**config.mk**
```make
export PLATFORM = sky130hd
export DESIGN_NAME = loop_sequencer
export DESIGN_NICKNAME = d
export VERILOG_FILES = /design/src/rtl/loop_pkg.sv /design/src/rtl/loop_check.sv /design/src/rtl/loop_sequencer.sv
export SDC_FILE = /design/constraint.sdc
export NUM_CORES = 1
export LEC_CHECK = 0
export ABC_AREA = 1
export BUFFER_PORTS_ARGS = -buffer_cell sky130_fd_sc_hd__buf_2
export CAP_MARGIN = 30
export CORE_MARGIN = 5
export CORE_UTILIZATION = 50
export DETAILED_ROUTE_END_ITERATION = 8
export GPL_TIMING_DRIVEN = 0
export PLACE_DENSITY = 0.72
export SYNTH_ARGS = -nofsm -noshare
export SYNTH_HDL_FRONTEND = slang
export SYNTH_SLANG_ARGS = --single-unit
```
**constraint.sdc**
```tcl
create_clock -name clk -period 5.4 [get_ports clk]
set_input_delay 0.54 -clock clk [delete_from_list [all_inputs] [get_ports clk]]
set_output_delay 0.54 -clock clk [all_outputs]
set_load 0.1 [all_outputs]
```
**src/rtl/loop_pkg.sv**
```systemverilog
// Shared encodings for the loop sequencer: loop modes, completion reasons, FSM states.
// Latency: n/a (types only).
// Backpressure: n/a (types only).
package loop_pkg;

    typedef enum logic [1:0] {
        MODE_REPEAT   = 2'd0,
        MODE_WHILE    = 2'd1,
        MODE_DO_WHILE = 2'd2,
        MODE_FOR      = 2'd3
    } mode_e;

    typedef enum logic [1:0] {
        REASON_NORMAL   = 2'd0,
        REASON_BREAK    = 2'd1,
        REASON_WATCHDOG = 2'd2
    } reason_e;

    typedef enum logic [2:0] {
        ST_IDLE  = 3'd0,
        ST_CHECK = 3'd1,
        ST_BODY  = 3'd2,
        ST_STEP  = 3'd3,
        ST_DONE  = 3'd4
    } state_e;

endpackage

```
**src/rtl/loop_check.sv**
```systemverilog
// Evaluates whether the loop should run another body and whether the watchdog limit is hit.
// Latency: purely combinational.
// Backpressure: none; the caller decides priority (watchdog before go).
module loop_check
    import loop_pkg::*;
#(
    parameter int WIDTH    = 32,
    parameter int MAX_ITER = 1024
) (
    input  mode_e              mode,
    input  logic [WIDTH-1:0]   iter_num,
    input  logic [WIDTH-1:0]   init,
    input  logic [WIDTH-1:0]   loop_var,
    input  logic [WIDTH-1:0]   limit,
    input  logic               cond,
    output logic               go,
    output logic               watchdog
);

    assign watchdog = (iter_num == WIDTH'(MAX_ITER));

    // Mode-specific continue condition
    always_comb begin
        go = 1'b0;
        case (mode)
            MODE_REPEAT:   go = (iter_num < init);
            MODE_WHILE:    go = cond;
            MODE_DO_WHILE: go = cond;
            MODE_FOR:      go = (loop_var < limit);
            default:       go = 1'b0;
        endcase
    end

endmodule

```
**src/rtl/loop_sequencer.sv**
```systemverilog
// Hardware loop sequencer running REPEAT/WHILE/DO_WHILE/FOR with break, continue and a watchdog.
// Latency: start->first body 2 cycles (1 for DO_WHILE); body completion->next body 3 cycles.
// Backpressure: start_ready only in IDLE; body holds until iter_ready, cont or brk.
module loop_sequencer
    import loop_pkg::*;
#(
    parameter int WIDTH    = 32,
    parameter int MAX_ITER = 1024
) (
    input  logic               clk,
    input  logic               rst,
    input  logic               start_valid,
    output logic               start_ready,
    input  mode_e              mode,
    input  logic [WIDTH-1:0]   init,
    input  logic [WIDTH-1:0]   limit,
    input  logic [WIDTH-1:0]   step,
    input  logic               cond,
    input  logic               brk,
    input  logic               cont,
    output logic               iter_valid,
    input  logic               iter_ready,
    output logic [WIDTH-1:0]   iter_idx,
    output logic [WIDTH-1:0]   iter_num,
    output logic               done,
    output logic [WIDTH-1:0]   done_count,
    output reason_e            done_reason
);

    state_e             state_q, state_d;
    mode_e              mode_q, mode_d;
    logic [WIDTH-1:0]   init_q, init_d;
    logic [WIDTH-1:0]   limit_q, limit_d;
    logic [WIDTH-1:0]   step_q, step_d;
    logic [WIDTH-1:0]   var_q, var_d;
    logic [WIDTH-1:0]   iter_num_q, iter_num_d;
    logic [WIDTH-1:0]   done_count_q, done_count_d;
    reason_e            done_reason_q, done_reason_d;

    logic               go;
    logic               watchdog;

    loop_check #(
        .WIDTH    (WIDTH),
        .MAX_ITER (MAX_ITER)
    ) u_check (
        .mode     (mode_q),
        .iter_num (iter_num_q),
        .init     (init_q),
        .loop_var (var_q),
        .limit    (limit_q),
        .cond     (cond),
        .go       (go),
        .watchdog (watchdog)
    );

    // Next-state and datapath updates; every field holds unless its state touches it
    always_comb begin
        state_d       = state_q;
        mode_d        = mode_q;
        init_d        = init_q;
        limit_d       = limit_q;
        step_d        = step_q;
        var_d         = var_q;
        iter_num_d    = iter_num_q;
        done_count_d  = done_count_q;
        done_reason_d = done_reason_q;
        case (state_q)
            ST_IDLE: begin
                if (start_valid) begin
                    mode_d     = mode;
                    init_d     = init;
                    limit_d    = limit;
                    step_d     = step;
                    var_d      = (mode == MODE_FOR) ? init : '0;
                    iter_num_d = '0;
                    state_d    = (mode == MODE_DO_WHILE) ? ST_BODY : ST_CHECK;
                end
            end
            ST_CHECK: begin
                if (watchdog) begin
                    state_d       = ST_DONE;
                    done_count_d  = iter_num_q;
                    done_reason_d = REASON_WATCHDOG;
                end else if (go) begin
                    state_d = ST_BODY;
                end else begin
                    state_d       = ST_DONE;
                    done_count_d  = iter_num_q;
                    done_reason_d = REASON_NORMAL;
                end
            end
            ST_BODY: begin
                // Break wins over continue and the handshake; the iteration is not counted
                if (brk) begin
                    state_d       = ST_DONE;
                    done_count_d  = iter_num_q;
                    done_reason_d = REASON_BREAK;
                end else if (cont || iter_ready) begin
                    state_d = ST_STEP;
                end
            end
            ST_STEP: begin
                iter_num_d = iter_num_q + WIDTH'(1);
                // FOR variable wraps silently; the watchdog bounds a wrapped loop
                if (mode_q == MODE_FOR) begin
                    var_d = var_q + step_q;
                end
                state_d = ST_CHECK;
            end
            ST_DONE: begin
                state_d = ST_IDLE;
            end
            default: begin
                state_d = ST_IDLE;
            end
        endcase
    end

    // State and operand registers with synchronous reset
    always_ff @(posedge clk) begin
        if (rst) begin
            state_q       <= ST_IDLE;
            mode_q        <= MODE_REPEAT;
            init_q        <= '0;
            limit_q       <= '0;
            step_q        <= '0;
            var_q         <= '0;
            iter_num_q    <= '0;
            done_count_q  <= '0;
            done_reason_q <= REASON_NORMAL;
        end else begin
            state_q       <= state_d;
            mode_q        <= mode_d;
            init_q        <= init_d;
            limit_q       <= limit_d;
            step_q        <= step_d;
            var_q         <= var_d;
            iter_num_q    <= iter_num_d;
            done_count_q  <= done_count_d;
            done_reason_q <= done_reason_d;
        end
    end

    assign start_ready = (state_q == ST_IDLE);
    assign iter_valid  = (state_q == ST_BODY);
    assign done        = (state_q == ST_DONE);
    assign iter_idx    = (mode_q == MODE_FOR) ? var_q : iter_num_q;
    assign iter_num    = iter_num_q;
    assign done_count  = done_count_q;
    assign done_reason = done_reason_q;

endmodule

```
==> run metrics, run 1 <==
critical path's largest stage delay=0.51 ns; most repeated cell in the gate-level netlist after synthesis=sky130_fd_sc_hd__nand2_1; Die Ht=163 um; Seq/Total Area, Yosys=33.8%; Antenna Violating Nets Remaining=0; overflow left after global routing=0; kind of capture point of the worst setup path=output port; vias per inst=5.44; ordered list of cells on the worst path=ha_1 > buf_2 > buf_1 > nand2_1 > o21ai_0 > buf_2; Rel. slew slack=33.5%; result of the run=complete, no violations; met2 track demand over resource in global routing=49.7%; per-cell routed wire length=17.8 um; die outline area=26,700 sq um; crit path launch type=register; post-cts sizing count=0; vias after detailed routing=12,500; number of max-slew violations in the final report=0; cell with the largest stage delay on the worst path=sky130_fd_sc_hd__buf_2; global-route wire length before repair=62,200 um; nets in the synthesized netlist=1,945; Worst Max-Slew Pin Slew=0.998 ns; async set-or-reset flop fraction in the synthesized netlist=0%; cell with the most instances on the worst path=sky130_fd_sc_hd__buf_2; fin crit share=56.6%; number of max-cap violations=0; critical path type=reg2out; number of rows created at floorplan=56; worst-case clock buffer depth=2; Clk pin slew, worst setup/hold paths=0.08 ns; I/O pin count=206; top cells by area, synth=sky130_fd_sc_hd__dfxtp_1 (34%), sky130_fd_sc_hd__ha_1 (10%), sky130_fd_sc_hd__nand2_1 (10%); Remaining DRCs=0; global routing's busiest layer=met2; Synth-to-Final Area Change=16.9%; vias in the first global route=11,500; grt met3 use=3.94%; pin count of the biggest net entering global routing=20; final worst clock skew=0.0146 ns; Max Freq=327 MHz; weighted congestion reported at the end of routability-driven placement=1.03; Total Routed Length=40,900 um; top-area cell type share of the netlist area=33.8%; H-tree levels=4; fraction of layout cells with a size suffix above 1=14.2%; CTS root buffer=sky130_fd_sc_hd__clkbuf_16; count of port buffers added during placement=205; count of different cell masters after synthesis=50; synthesized area per cell=6.76 sq um; number of setup buffers added after CTS=0; ranking of synthesized cells by instance count=sky130_fd_sc_hd__nand2_1 (322), sky130_fd_sc_hd__inv_1 (220), sky130_fd_sc_hd__o21ai_0 (213); non-filler instance count after layout=2,298; library cell occupying the most area in the post-synthesis netlist=sky130_fd_sc_hd__dfxtp_1; CTS tree=done; buffer and inverter count on the worst path=3; clock latency of the later-clocked register in the worst-skew pair=0.44 ns; final number of hold-violating endpoints=0; Max Fanout on Critical Path=10; setup violation total in the final timing report=0; number of antenna violations at the first check in global routing=0; ant diodes=0; overall track demand over capacity in global routing=29.8%; number of clock buffers inserted by TritonCTS=17; setup repair after global routing missed its margin=false; leading register cell type out of synthesis=sky130_fd_sc_hd__dfxtp_1; starting utilization of the core area=50.5%; static power due to leakage=0.00649 uW; Die Span X=163 um; core area=23,300 sq um; CTS Hold Bufs=0; number of warning messages in the yosys log=0; met1 Use GR=39.5%; 1st-iter DRT viols=1,304; post-placement cell count=2,266; number of synthesized flops with an enable pin=0; cell area after synthesis=11,800 sq um; Required @ worst endpoint=4.86 ns; Yosys reg bits=199; min-delay worst type=in2reg; Synth Instances=1,742; maximum vdd ir drop=0.218 mV; final HPWL from detailed placement=32,700 um; Sink Count=199; number of detailed-routing iterations run before antenna repair=7; clock period minus final worst setup slack=3.06 ns; CP Data Arrival Time=2.52 ns; family with the most delay on the worst path=buffers and inverters; power density over the cells=425 nW/um^2; net count reported at finish=2,169; total power of the final layout=5850 uW; post-route setup TNS=0 ns
-- sequential cells by signal (all words and copies together), names as in the netlist --
signal and count:
init_q 32, done_reason 2, mode_q 2, done_count 32
state_q 3, step_q 32, iter_num 32, var_q 32
limit_q 32
-- cells in the final DEF (no fill, tap or decap), types with 11 or more instances in the layout --
| master | instances |
|---|---|
| sky130_fd_sc_hd__a31oi_1 | 31 |
| sky130_fd_sc_hd__clkbuf_16 | 17 |
| sky130_fd_sc_hd__nand2_1 | 322 |
| sky130_fd_sc_hd__nor3_1 | 23 |
| sky130_fd_sc_hd__buf_2 | 221 |
| sky130_fd_sc_hd__nand4_1 | 17 |
| sky130_fd_sc_hd__o21ai_0 | 213 |
| sky130_fd_sc_hd__nand3_1 | 71 |
| sky130_fd_sc_hd__nor2_1 | 195 |
| sky130_fd_sc_hd__ha_1 | 97 |
| sky130_fd_sc_hd__a21oi_1 | 175 |
| sky130_fd_sc_hd__inv_1 | 220 |
| sky130_fd_sc_hd__nor4_1 | 11 |
| sky130_fd_sc_hd__clkbuf_1 | 56 |
| sky130_fd_sc_hd__dfxtp_1 | 199 |
-- power by group --
part           internal [uW]  leakage (uW)  switching (uW)  total [uW]
logic                    662       0.00458            1940        2600
clock network            613      0.000273             640        1250
registers               1770       0.00164             232        2000
total                   3050       0.00649            2810        5850
-- worst reg2reg max path, cell delays in order (launching register included) --
cell                       delay, ns
sky130_fd_sc_hd__dfxtp_1        0.38
sky130_fd_sc_hd__nor3_2         0.30
sky130_fd_sc_hd__inv_1          0.11
sky130_fd_sc_hd__nor2_2         0.59
sky130_fd_sc_hd__inv_1          0.16
sky130_fd_sc_hd__clkbuf_1       0.47
sky130_fd_sc_hd__clkbuf_1       0.42
sky130_fd_sc_hd__o21ai_0        0.27
sky130_fd_sc_hd__a21oi_1        0.07
-- metal layers --
metal | vias to the layer above | share of wire (%)
li1 | 6230 | -
met3 | 86 | 7.3
met5 | - | 0
met2 | 526 | 46
met4 | 0 | 3.5
met1 | 5651 | 43
-- final timing paths --
check,start,end,slack [ns],cells after the start
max,mode_q[0],iter_idx[0],2.34,6
min,step[4],step_q[4],0.31,3
max reg2reg,state_q[0],limit_q[13],2.52,8
min reg2reg,init_q[30],init_q[30],0.46,2
-- logic make-up after synthesis --
group | count (synthesis) | synth area share [%]
AOI/OAI and AO/OA | 463 | 20.9
xor gates and xnor gates | 10 | 0.744
adders and majority gates | 98 | 10.5
buffers and inverters | 304 | 9.90
DFF | 199 | 33.8
muxes | 2 | 0.191
and+or+nand+nor | 666 | 24.0
-- layout make-up --
| type | instances | area (sq um) |
|---|---|---|
| Buffer | 79 | 322 |
| Clock buffer | 18 | 429 |
| Clock inverter | 14 | 139 |
| Fill cell | 2299 | 9560 |
| Inverter | 225 | 845 |
| Multi-Input combinational cell | 1239 | 6630 |
| Sequential cell | 199 | 3980 |
| Tap cell | 319 | 399 |
| Timing Repair Buffer | 205 | 1030 |
-- stage by stage --
| step | setup slack, ns | utilization, % | hold WS (ns) | instance area, sq um |
|---|---|---|---|---|
| floorplan | 1.42 | - | 0.431 | 11800 |
| global placement | 2.56 | 56.6 | 0.446 | 13200 |
| detailed placement | 2.56 | 56.6 | 0.453 | 13200 |
| CTS | 2.36 | 59.0 | 0.305 | 13800 |
| global route | 2.23 | 59.0 | 0.319 | 13800 |
| finish | 2.34 | 59.0 | 0.313 | 13800 |
(Power assumes the default switching activity.)
==> inputs of run 2 (changes only) <==
Settings changed: ABC_AREA 1 to 0, PLACE_DENSITY 0.72 to 0.73.
Clock period 5.4 ns to 2.9 ns, I/O delays scaled along.
==> run 2 against run 1 <==
The flow now finishes with violations (negative setup slack). Clock skew down 0.0042 ns. Core utilization grew 2.8 points. Cell area rose by 1.6%. First-iteration DRC count fell by 30%. Via count down 6.9%. Sequential power grew 62%. Routed wire length shrank 6.7%. Highest routed layer unchanged.
==> run metrics, run 2 <==
result of the run=finished, violations left (was complete, no violations); violated checks=negative setup slack; post-route design area=14,000 sq um (was 13,800 sq um); H-tree levels=4 (unchanged); overflow left after global routing=0 (unchanged); pin count of the biggest net entering global routing=17 (was 20); buffer and inverter count on the worst path=2 (was 3); R2R Path Start=iter_num[24] (was state_q[0]); maximum vdd ir drop=0.366 mV (was 0.218 mV); number of antenna violations at the first check in global routing=1 (was 0); vias per inst=5.85 (was 5.44); clock latency of the later-clocked register in the worst-skew pair=0.45 ns (was 0.44 ns); net count reported at finish=1,893 (was 2,169); top cells by area, synth=sky130_fd_sc_hd__dfxtp_1 (35%), sky130_fd_sc_hd__ha_1 (11%), sky130_fd_sc_hd__nand2_1 (8.7%) (was sky130_fd_sc_hd__dfxtp_1 (34%), sky130_fd_sc_hd__ha_1 (10%), sky130_fd_sc_hd__nand2_1 (10%)); Max Fanout on Critical Path=9 (was 10); number of clock buffers inserted by TritonCTS=17 (unchanged); ordered list of cells on the worst path=or4_4 > nor4_4 > nand4_1 > nand4_1 > nor3_2 > o211ai_1 > o2111ai_4 > buf_12 > buf_12 > mux2i_1 > nor2_1 (was ha_1 > buf_2 > buf_1 > nand2_1 > o21ai_0 > buf_2); Max Freq=339 MHz; Antenna Violating Nets Remaining=0 (unchanged); ranking of synthesized cells by instance count=sky130_fd_sc_hd__nand2_1 (266), sky130_fd_sc_hd__dfxtp_1 (199), sky130_fd_sc_hd__a21oi_1 (169) (was sky130_fd_sc_hd__nand2_1 (322), sky130_fd_sc_hd__inv_1 (220), sky130_fd_sc_hd__o21ai_0 (213)); worst-case setup margin in the final layout=-0.0513 ns (was 2.34 ns); starting utilization of the core area=50.7% (was 50.5%); top-area cell type share of the netlist area=34.7% (was 33.8%); nets in the synthesized netlist=1,655 (was 1,945); number of max-cap violations=0 (unchanged); instance area after placement=12,900 sq um (was 13,200 sq um); Worst Max-Slew Pin Slew=0.895 ns (was 0.998 ns); Seq/Total Area, Yosys=34.7% (was 33.8%); final HPWL from detailed placement=28,900 um (was 32,700 um); launch point of the worst hold path=limit[3] (was step[4]); weighted congestion reported at the end of routability-driven placement=0.980 (was 1.03); internal reg-to-reg setup slack=-0.05 ns (was 2.52 ns); Synth-to-Final Area Change=22.0% (was 16.9%); reg2reg path depth=11 (was 8); library cell occupying the most area in the post-synthesis netlist=sky130_fd_sc_hd__dfxtp_1 (unchanged); number of detailed-routing iterations run before antenna repair=7 (unchanged); fin crit share=102%; vias after detailed routing=11,600 (was 12,500); CTS root buffer=sky130_fd_sc_hd__clkbuf_16 (unchanged); post-route setup TNS=-0.215 ns (was 0 ns); global-route wire length before repair=57,700 um (was 62,200 um); critical path's largest stage delay=0.56 ns (was 0.51 ns); count of different cell masters after synthesis=77 (was 50); Required @ worst endpoint=3.21 ns (was 4.86 ns); Yosys reg bits=199 (unchanged); Rel. slew slack=40.3% (was 33.5%); setup violation total in the final timing report=19 (was 0); most repeated cell in the gate-level netlist after synthesis=sky130_fd_sc_hd__nand2_1 (unchanged); power density over the cells=589 nW/um^2 (was 425 nW/um^2); endpoint of the most critical register-to-register path=done_count[20] (was limit_q[13]); synthesized area per cell=7.90 sq um (was 6.76 sq um); number of synthesized flops with an enable pin=0 (unchanged); WHS Path Cells=3 (unchanged); Die Span X=161 um (was 163 um); die outline area=26,100 sq um (was 26,700 sq um); Fin Hold WS=0.0678 ns (was 0.313 ns); most used cells in the layout excluding fill and tap cells=sky130_fd_sc_hd__nand2_1 (266), sky130_fd_sc_hd__buf_2 (205), sky130_fd_sc_hd__a21oi_1 (165), sky130_fd_sc_hd__dfxtp_1 (159), sky130_fd_sc_hd__nor2_1 (117) (was sky130_fd_sc_hd__nand2_1 (322), sky130_fd_sc_hd__buf_2 (221), sky130_fd_sc_hd__inv_1 (220), sky130_fd_sc_hd__o21ai_0 (213), sky130_fd_sc_hd__dfxtp_1 (199)); commonest non-fill, non-tap cell in the layout=sky130_fd_sc_hd__nand2_1 (unchanged); Remaining DRCs=0 (unchanged); setup repair after global routing missed its margin=true (was false); crit path launch type=register (unchanged); cell with the largest stage delay on the worst path=sky130_fd_sc_hd__or4_4 (was sky130_fd_sc_hd__buf_2); min-delay worst type=in2reg (unchanged); clock period minus final worst setup slack=2.95 ns; family with the most delay on the worst path=simple AND/OR/NAND/NOR gates (was buffers and inverters); 1st-iter DRT viols=914 (was 1,304); worst-case clock buffer depth=2 (unchanged); vias in the first global route=11,200 (was 11,500); async set-or-reset flop fraction in the synthesized netlist=0% (unchanged); static power due to leakage=0.00621 uW (was 0.00649 uW); leading register cell type out of synthesis=sky130_fd_sc_hd__dfxtp_1 (unchanged); core area=22,600 sq um (was 23,300 sq um); CTS Hold Bufs=0 (unchanged); Total Routed Length=38,200 um (was 40,900 um); count of port buffers added during placement=204 (was 205); CP Data Arrival Time=3.27 ns (was 2.52 ns); number of rows created at floorplan=55 (was 56); final worst clock skew=0.0104 ns (was 0.0146 ns); Hold Path Sink=limit_q[3] (was step_q[4]); kind of capture point of the worst setup path=register (was output port); I/O pin count=206 (unchanged); number of max-slew violations in the final report=0 (unchanged); Clk pin slew, worst setup/hold paths=0.07 ns (was 0.08 ns); Sink Count=199 (unchanged); per-cell routed wire length=19.2 um (was 17.8 um); critical path type=reg2reg (was reg2out); number of warning messages in the yosys log=0 (unchanged); final number of hold-violating endpoints=0 (unchanged); Synth Instances=1,452 (was 1,742); cell area after synthesis=11,500 sq um (was 11,800 sq um); CTS tree=done (unchanged); overall track demand over capacity in global routing=27.8% (was 29.8%); fraction of layout cells with a size suffix above 1=23.9% (was 14.2%); Die Ht=161 um (was 163 um)
==> run 2: worst max-delay path by stage <==
stage / startpoint / to / slack, ns / depth (start not counted)
6_report: iter_num[24] / done_count[20] / -0.05 / 11
5_1_grt: iter_num[24] / done_count[9] / -0.12 / 11
4_1_cts: var_q[29] / done_count[24] / -0.03 / 11
3_5_place_dp: var_q[29] / done_count[24] / -0.26 / 11
3_3_place_gp: var_q[29] / done_count[5] / -0.79 / 10
2_1_floorplan: state_q[2] / done / 0.003 / 2
==> run 2: area by class of cell <==
cell class              instances  area [sq um]
flip-flops and latches        199          4050
multi-input cells            1080          7030
plain buffers                  85           458
clock buffers                  21           450
fillers                      2018          8650
clock inverters                10           121
repair buffers                221          1190
well taps                     285           357
inverters                      86           323
diodes                          1          2.50
==> run 2: layer usage <==
metal / vias up / global-route usage (%) / share of wire (%)
met3: 91 / 6.35 / 8.3
met2: 520 / 45.5 / 46
li1: 5549 / - / -
met4: 0 / 11.2 / 3.7
met1: 5476 / 35.6 / 42
met5: - / 0 / 0
==> run 2: stage by stage <==
step / setup slack (ns) / utilization (%) / instances / power [uW]
detailed placement: -0.259 / 57.0 / 1942 / 5600
global placement: -0.794 / 56.9 / 1941 / 5530
global route: -0.118 / 61.8 / 1988 / 8620
CTS: -0.0348 / 60.6 / 1979 / 8100
finish: -0.0513 / 61.8 / 1988 / 8240
floorplan: 0.00346 / - / 1452 / 4890
==> run 2: timing repair <==
action | CTS | global route
endpoints found under the setup margin | 74 | 96
cloned | 1 | 1
gates resized for setup | 45 | 56
pin swaps | 2 | 19
setup buffers | 5 | 9
==> run 2: kinds of logic (layout without fill, tap and decap cells) <==
logic type	count (synthesis)	after routing	synth area share (%)
AO/OA/AOI/OAI	335	335	18.4
adder cells (fa/ha/maj)	98	98	10.8
other	0	1	0
XOR/XNOR	26	26	1.99
flip-flops	199	199	34.7
buffers and inverters	173	423	6.37
AND/OR/NAND/NOR	553	553	21.5
multiplexers	68	68	6.32
==> run 2: where the power goes <==
| part | leakage, uW | switching, uW | internal, uW |
|---|---|---|---|
| registers | 0.00164 | 260 | 2980 |
| clock network | 0.000266 | 1110 | 1300 |
| logic | 0.00430 | 1590 | 995 |
==> run 2: worst min-delay path, delay by kind of cell <==
family	cells	cell delay, ns
buf+inv	1	0.09
simple gates	1	0.04
compound gates	1	0.05
